**src/rtl/io_1_input_sync_filter_if.sv**
```systemverilog
// Pad-side bundle for io_1_input_sync_filter.
// It carries the raw pad level, the conditioned outputs and the filter threshold.
interface io_1_input_sync_filter_if #(
  parameter int NoConfigBits = 4
);
  logic                    O_top;
  logic                    O;
  logic                    Rise;
  logic                    Fall;
  logic [NoConfigBits-1:0] ConfigBits;

  modport master (
    output O_top,
    output ConfigBits,
    input  O,
    input  Rise,
    input  Fall
  );

  modport slave (
    input  O_top,
    input  ConfigBits,
    output O,
    output Rise,
    output Fall
  );
endinterface

```
**src/rtl/io_1_input_sync_filter.sv**
```systemverilog
// Pad input conditioner: synchroniser chain, then a stable-count glitch filter, then optional edge pulses.
// Define IO_SYNC_EDGE_DETECT_EN to build the Rise/Fall pulse logic; otherwise both outputs are tied to 0.
module io_1_input_sync_filter #(
  parameter int SYNC_STAGES  = 2,
  parameter int CNT_W        = 4,
  parameter int NoConfigBits = 4
) (
  input logic                   UserCLK,
  input logic                   RST,
  io_1_input_sync_filter_if.slave io
);

  logic [SYNC_STAGES-1:0] sync_reg;
  logic [SYNC_STAGES-1:0] sync_next;
  logic                   s;

  generate
    for (genvar gi = 0; gi < SYNC_STAGES; gi++) begin : g_sync
      if (gi == 0) begin : g_first
        assign sync_next[gi] = io.O_top;
      end else begin : g_chain
        assign sync_next[gi] = sync_reg[gi-1];
      end
    end
  endgenerate

  always_ff @(posedge UserCLK) begin
    if (RST) begin
      sync_reg <= '0;
    end else begin
      sync_reg <= sync_next;
    end
  end

  assign s = sync_reg[SYNC_STAGES-1];

  logic [CNT_W-1:0] thr;
  logic [CNT_W-1:0] cnt_reg;
  logic [CNT_W-1:0] cnt_inc;
  logic             lvl_reg;

  assign thr     = CNT_W'(io.ConfigBits);
  assign cnt_inc = cnt_reg + CNT_W'(1);

  // The counter only runs while s disagrees with lvl, and it is cleared on
  // acceptance or disagreement ending, so it stays at or below THR-1.
  always_ff @(posedge UserCLK) begin
    if (RST) begin
      lvl_reg <= 1'b0;
      cnt_reg <= '0;
    end else if (thr == '0) begin
      lvl_reg <= s;
      cnt_reg <= '0;
    end else if (s == lvl_reg) begin
      cnt_reg <= '0;
    end else if (cnt_inc == thr) begin
      lvl_reg <= s;
      cnt_reg <= '0;
    end else begin
      cnt_reg <= cnt_inc;
    end
  end

  assign io.O = lvl_reg;

`ifdef IO_SYNC_EDGE_DETECT_EN
  logic prev_reg;

  // prev clears together with lvl, so neither reset entry nor exit makes a pulse.
  always_ff @(posedge UserCLK) begin
    if (RST) begin
      prev_reg <= 1'b0;
    end else begin
      prev_reg <= lvl_reg;
    end
  end

  assign io.Rise = lvl_reg & ~prev_reg;
  assign io.Fall = ~lvl_reg & prev_reg;
`else
  assign io.Rise = 1'b0;
  assign io.Fall = 1'b0;
`endif

endmodule

```
**src/flat_wrapper.sv**
```systemverilog
// flat-port wrapper written by rule: the top's interface ports become plain ports
module io_1_input_sync_filter_flat 
#(
  parameter int SYNC_STAGES  = 2,
  parameter int CNT_W        = 4,
  parameter int NoConfigBits = 4
)
  (UserCLK, RST, io_O_top, io_ConfigBits, io_O, io_Rise, io_Fall);
  io_1_input_sync_filter_if #(.NoConfigBits(NoConfigBits)) io_i ();
  input logic UserCLK;
  input logic RST;
  input wire logic [$bits(io_i.O_top)-1:0] io_O_top;
  input wire logic [$bits(io_i.ConfigBits)-1:0] io_ConfigBits;
  output wire logic [$bits(io_i.O)-1:0] io_O;
  output wire logic [$bits(io_i.Rise)-1:0] io_Rise;
  output wire logic [$bits(io_i.Fall)-1:0] io_Fall;
  assign io_i.O_top = io_O_top;
  assign io_i.ConfigBits = io_ConfigBits;
  assign io_O = io_i.O;
  assign io_Rise = io_i.Rise;
  assign io_Fall = io_i.Fall;
  io_1_input_sync_filter #(.SYNC_STAGES(SYNC_STAGES), .CNT_W(CNT_W), .NoConfigBits(NoConfigBits)) u_core (.UserCLK(UserCLK), .RST(RST), .io(io_i));
endmodule
```
**config.mk**
```make
export PLATFORM = sky130hd
export DESIGN_NAME = io_1_input_sync_filter_flat
export DESIGN_NICKNAME = d
export VERILOG_FILES = /design/src/rtl/io_1_input_sync_filter_if.sv /design/src/rtl/io_1_input_sync_filter.sv /design/src/flat_wrapper.sv
export SDC_FILE = /design/constraint.sdc
export NUM_CORES = 1
export LEC_CHECK = 0
export CELL_PAD_IN_SITES_DETAIL_PLACEMENT = 1
export CELL_PAD_IN_SITES_GLOBAL_PLACEMENT = 1
export CORE_AREA = 3 3 40 42
export DETAILED_ROUTE_END_ITERATION = 7
export DIE_AREA = 0 0 43 45
export PLACE_DENSITY_LB_ADDON = 0.2
export SLEW_MARGIN = 20
export SYNTH_ARGS = -nofsm -noshare
export SYNTH_HDL_FRONTEND = slang
export SYNTH_SLANG_ARGS = --single-unit
```
**constraint.sdc**
```tcl
create_clock -name UserCLK -period 1.9 [get_ports UserCLK]
set_input_delay 0.475 -clock UserCLK [delete_from_list [all_inputs] [get_ports UserCLK]]
set_output_delay 0.475 -clock UserCLK [all_outputs]
set_load 0.02 [all_outputs]
```
After elaboration in Yosys (flattened, before gate mapping)
Cells that the tools add are included.
Word-level totals
  output and inout bits: 3
  latch bits: 0
  word-level logic and storage cells: 14
  ROM bits: 0
  flip-flop bits (word level): 7
  memory bits (writable): 0
  memories: 0
Operators by class
  divide/modulo/power cells: 0
  multiplexer cells: 3
  multipliers: 0
  bitwise gates (word level): 0
  reductions and logical operators: 4
  order comparisons: 0
  shift operators: 0
  add/sub/neg operators: 1
  equal/unequal tests: 3
Operator list (number)
  adder 4 x 1 -> 4 bit, second input constant: 1
  == test 4 bit: 1
  logical NOT 4 bit: 1
  OR reduction 4 bit: 1
  2-to-1 mux 1 bit: 3
  inequality test 2 x 1 -> 1 bit, second input constant: 1
  AND reduction 2 bit: 1
  nonzero test 2 bit: 1
  == test 1 bit: 1

Longest topological paths before layout
  depth after elaboration: 5
  depth in mapped cells: 5

Worst setup path after synthesis
Ideal clock, no wire load.
  path type: input to register
  start: input port io_ConfigBits[2]
  end: register u_core.cnt_reg[3]
  arrival time: 1.450 ns
  stages on the path: 4
  path slack: 0.335 ns
  buffers on the path: 0
  library setup time: 0.115 ns
  cells stage by stage: xor3_1 a2111oi_4 a2111o_1 nor2_1
On the way
  word-level cells in the longest chain between the ends: 2
  elaborated cells on any way between the ends: 3
  classes of those cells: eq/ne (1); reduce/logical (2)
RTL lines
  start, declared: line flat_wrapper.sv:13  | input wire logic [$bits(io_i.ConfigBits)-1:0] io_ConfigBits;
  == test 4 bit or logical NOT 4 bit (tied branches): line io_1_input_sync_filter.sv:56, io_1_input_sync_filter.sv:51
  OR reduction 4 bit (no source line) (*)
  end signal, assigned: line io_1_input_sync_filter.sv:60  | cnt_reg <= cnt_inc;
  end, declared: line io_1_input_sync_filter.sv:38  | logic [CNT_W-1:0] cnt_reg;
Every way passes the cells marked *; elsewhere a longest branch is shown, timed or not.
A chain may end at the register's enable or synchronous reset.

Worst setup path after layout
  start: input port io_ConfigBits[2]
  end: register u_core.cnt_reg[2]
The elaborated chain is that of the path after synthesis.

==> metrics.csv <==
stage;metric;value;unit
floorplanning;fp-row-count;13;
routing;num_vias;263;
global_route;use_met1;9.47;%
global_route;grt_pass1_wl;1.12;mm
logic_synthesis;synth_warnings;0;
logic_synthesis;syn_inst;34;
sta;min_period_over_period;93.0;%
pwr;vdd_ir_drop_max;367;uV
clocking;insertion_delay;0.24;ns
cells_and_area;largest_register_ffs;4;
clocking;cts_tree;done;
sta;rsz0062_at_grt;false;
clocking;cts_setup_buffers;0;
clocking;clockBufferDepth;2;
routing;firstDrtPassIters;1;
flow_run;cap_viol_max_count;0;
sta;finalSetupViolations;0;
critical_path;r2r_end;u_core.cnt_reg[2];
critical_path;cp.buffers_inverters;1;
sta;max_freq;566;MHz
routing;finalWirelength;627;um
clocking;postCtsResizedCells;0;
clocking;cts.sinks;7;
critical_path;crit_path_start;io_ConfigBits[2];
sta;hold_viol;0;
placed_design;gp_routability_congestion;0.712;
placed_design;pre_cts_ws;-0.214;ns
critical_path;cp_max_fo;4;
global_route;overflow;0;
global_route;antenna_found_initial;0;
routing;drt_iter0_markers;0;
critical_path;r2r_slack;0.15;ns
floorplanning;design.core.area;0.00128;mm2
floorplanning;fp.dieH;45;um
logic_synthesis;synth_area_leaders;dfxtp_1 (38%), a2111oi_4 (7.4%), xnor2_1 (7.1%);
clocking;cts_hold_buf;0;
critical_path;reg2reg_depth;5;
sta;skew;0.00359;ns
pwr;p_leak;0.183;nW
placed_design;io_buffers;7;
sta;fin_tns_setup;0;ns
logic_synthesis;synth_top_area_cell;dfxtp_1;
global_route;grt_pass1_vias;273;
pwr;power.density;654;mW/mm2
logic_synthesis;synth_area;370;um2
routing;wl_per_cell;10.3;um
floorplanning;die_w;43;um
sta;fin_ws;0.134;ns
sta;min_period;1.77;ns
cells_and_area;num-fill-cells;144;
routing;final_antenna_net_count;0;
floorplanning;die_area;0.00194;mm2
placed_design;dp_cells;57;
critical_path;path_class;in2reg;
routing;route.detailed.drc;0;
floorplanning;initial_utilization;28.8;%
critical_path;arrival;1.89;ns
global_route;grt_max_degree;6;
hold_path;hold_class;reg2reg;
global_route;met2_usage;12.0;%
routing;via_per_inst;4.31;
sta;final_max_slew_viol_count;0;
hold_path;whs_endpoint;u_core.sync_reg[1];
logic_synthesis;yosysUniqueCellTypes;19;
cells_and_area;n_antenna_cell;0;
critical_path;crit_path_start_kind;input pin;
hold_path;hold-path-cell-count;1;
logic_synthesis;synth_top_area_share;37.8;%
hold_path;holdCritStartpoint;u_core.sync_reg[0];
clocking;cts_max_level;1;
status;status;complete, no violations;
critical_path;crit_path_cell_trace;clkdlybuf4s50_1 -> xor3_1 -> a2111oi_4 -> a2111o_1 -> nor2_1;
critical_path;required;2.03;ns
critical_path;critical_path.slowest_cell;clkdlybuf4s50_1;
clocking;cts-root-buf;clkbuf_4;
clocking;cts-buffers-inserted;3;
critical_path;r2r_start;u_core.cnt_reg[0];
clocking;clkTransAtPathRegs;0.05;ns
critical_path;critPathCaptureType;flop;
cells_and_area;fin_nets;55;
global_route;grtUsageTotal;7.93;%
critical_path;critical-path-top-delay-family;compound AO/OA/AOI/OAI gates;
cells_and_area;drive_above_1_share;15.2;%
global_route;met3_usage;1.59;%
logic_synthesis;ys_seq_area_share;37.8;%
global_route;grt.busiest_layer;met2;
floorplanning;io_pins;10;
cells_and_area;stdcell_count;61;
logic_synthesis;ys_ff_latch;7;
critical_path;max_stage_delay;0.50;ns
cells_and_area;areaGrowthSynthToFinish;32.1;%
logic_synthesis;synth_area_per_cell;10.9;um2
==> worst max path at each step <==
stage,end,slack [ns],cells past startpoint
2_1_floorplan,u_core.cnt_reg[3],0.33,4
3_3_place_gp,u_core.cnt_reg[3],-0.18,5
3_5_place_dp,u_core.cnt_reg[3],-0.21,5
4_1_cts,u_core.cnt_reg[2],0.04,5
5_1_grt,u_core.cnt_reg[3],0.04,5
6_report,u_core.cnt_reg[2],0.13,5
==> area by class of cell <==
| class | instances | area [um2] | share of cell area, % |
|---|---|---|---|
| Sequential cell | 7 | 140 | 28.6 |
| Clock buffer | 4 | 26.3 | 5.37 |
| Timing Repair Buffer | 9 | 85.1 | 17.4 |
| Multi-Input combinational cell | 25 | 215 | 44.0 |
| Inverter | 1 | 3.75 | 0.767 |
| Tap cell | 15 | 18.8 | 3.84 |
==> layer usage <==
layer,part of all wire (%),wire length (um)
met5,0,0
met1,48,298
met2,47,292
met3,5.7,36
met4,0,0
==> worst reg2reg max path, stage by stage, from the launching register on <==
cell	delay (ns)
dfxtp_1	0.34
ha_1	0.25
xor3_1	0.40
a2111oi_4	0.35
a2111o_1	0.24
nor2_1	0.06
==> placed cells by master (no fill, tap or decap), drive strengths merged <==
cell           synthesis  final
xor3                   1      1
inv                    1      1
a2111oi                1      1
dfxtp                  7      7
mux2i                  1      1
conb                   1      2
nand2b                 2      2
xor2                   3      3
nor4                   1      1
buf                    2      2
or2                    1      1
a21oi                  1      1
nor2b                  2      2
nor2                   4      4
a2111o                 1      1
nand3                  1      1
xnor2                  3      3
ha                     1      1
clkdlybuf4s50          0      7
clkbuf                 0      4
==> Yosys cell counts <==
cell type / n
a2111o_1: 1
a2111oi_4: 1
a21oi_1: 1
buf_4: 2
conb_1: 1
dfxtp_1: 7
ha_1: 1
inv_1: 1
mux2i_1: 1
nand2b_1: 2
nand3_1: 1
nor2_1: 4
nor2b_1: 2
nor4_1: 1
or2_0: 1
xnor2_1: 3
xor2_1: 2
xor2_2: 1
xor3_1: 1
==> per-stage QoR <==
| stage | hold slack, ns | total power [W] | instance area (um2) | utilization, % |
|---|---|---|---|---|
| after detailed placement | 0.431 | 0.000198 | 463 | 36.0 |
| after floorplan | 0.414 | 0.000179 | 374 | - |
| final | 0.438 | 0.000320 | 489 | 38.1 |
| after global placement | 0.421 | 0.000197 | 463 | 36.0 |
| after CTS | 0.443 | 0.000330 | 489 | 38.1 |
| after global routing | 0.473 | 0.000337 | 489 | 38.1 |
==> power by group <==
| part | total (W) | internal [W] | switching, W | leakage [nW] |
|---|---|---|---|---|
| clock network | 0.000126 | 0.0000796 | 0.0000462 | 0.0150 |
| registers | 0.000152 | 0.000150 | 0.00000190 | 0.0569 |
| logic | 0.0000418 | 0.0000234 | 0.0000184 | 0.111 |
==> cell families (layout without fill, tap and decap cells) <==
| kind of cell | after synthesis | after routing | synth area share [%] |
|---|---|---|---|
| and+or+nand+nor | 11 | 11 | 15.5 |
| DFF | 7 | 7 | 37.8 |
| AOI/OAI and AO/OA | 3 | 3 | 11.8 |
| buffers and inverters | 3 | 14 | 5.07 |
| other | 1 | 2 | 1.01 |
| adders and majority gates | 1 | 1 | 3.38 |
| xor gates and xnor gates | 7 | 7 | 22.6 |
| muxes | 1 | 1 | 2.70 |
(Power assumes the default switching activity.)
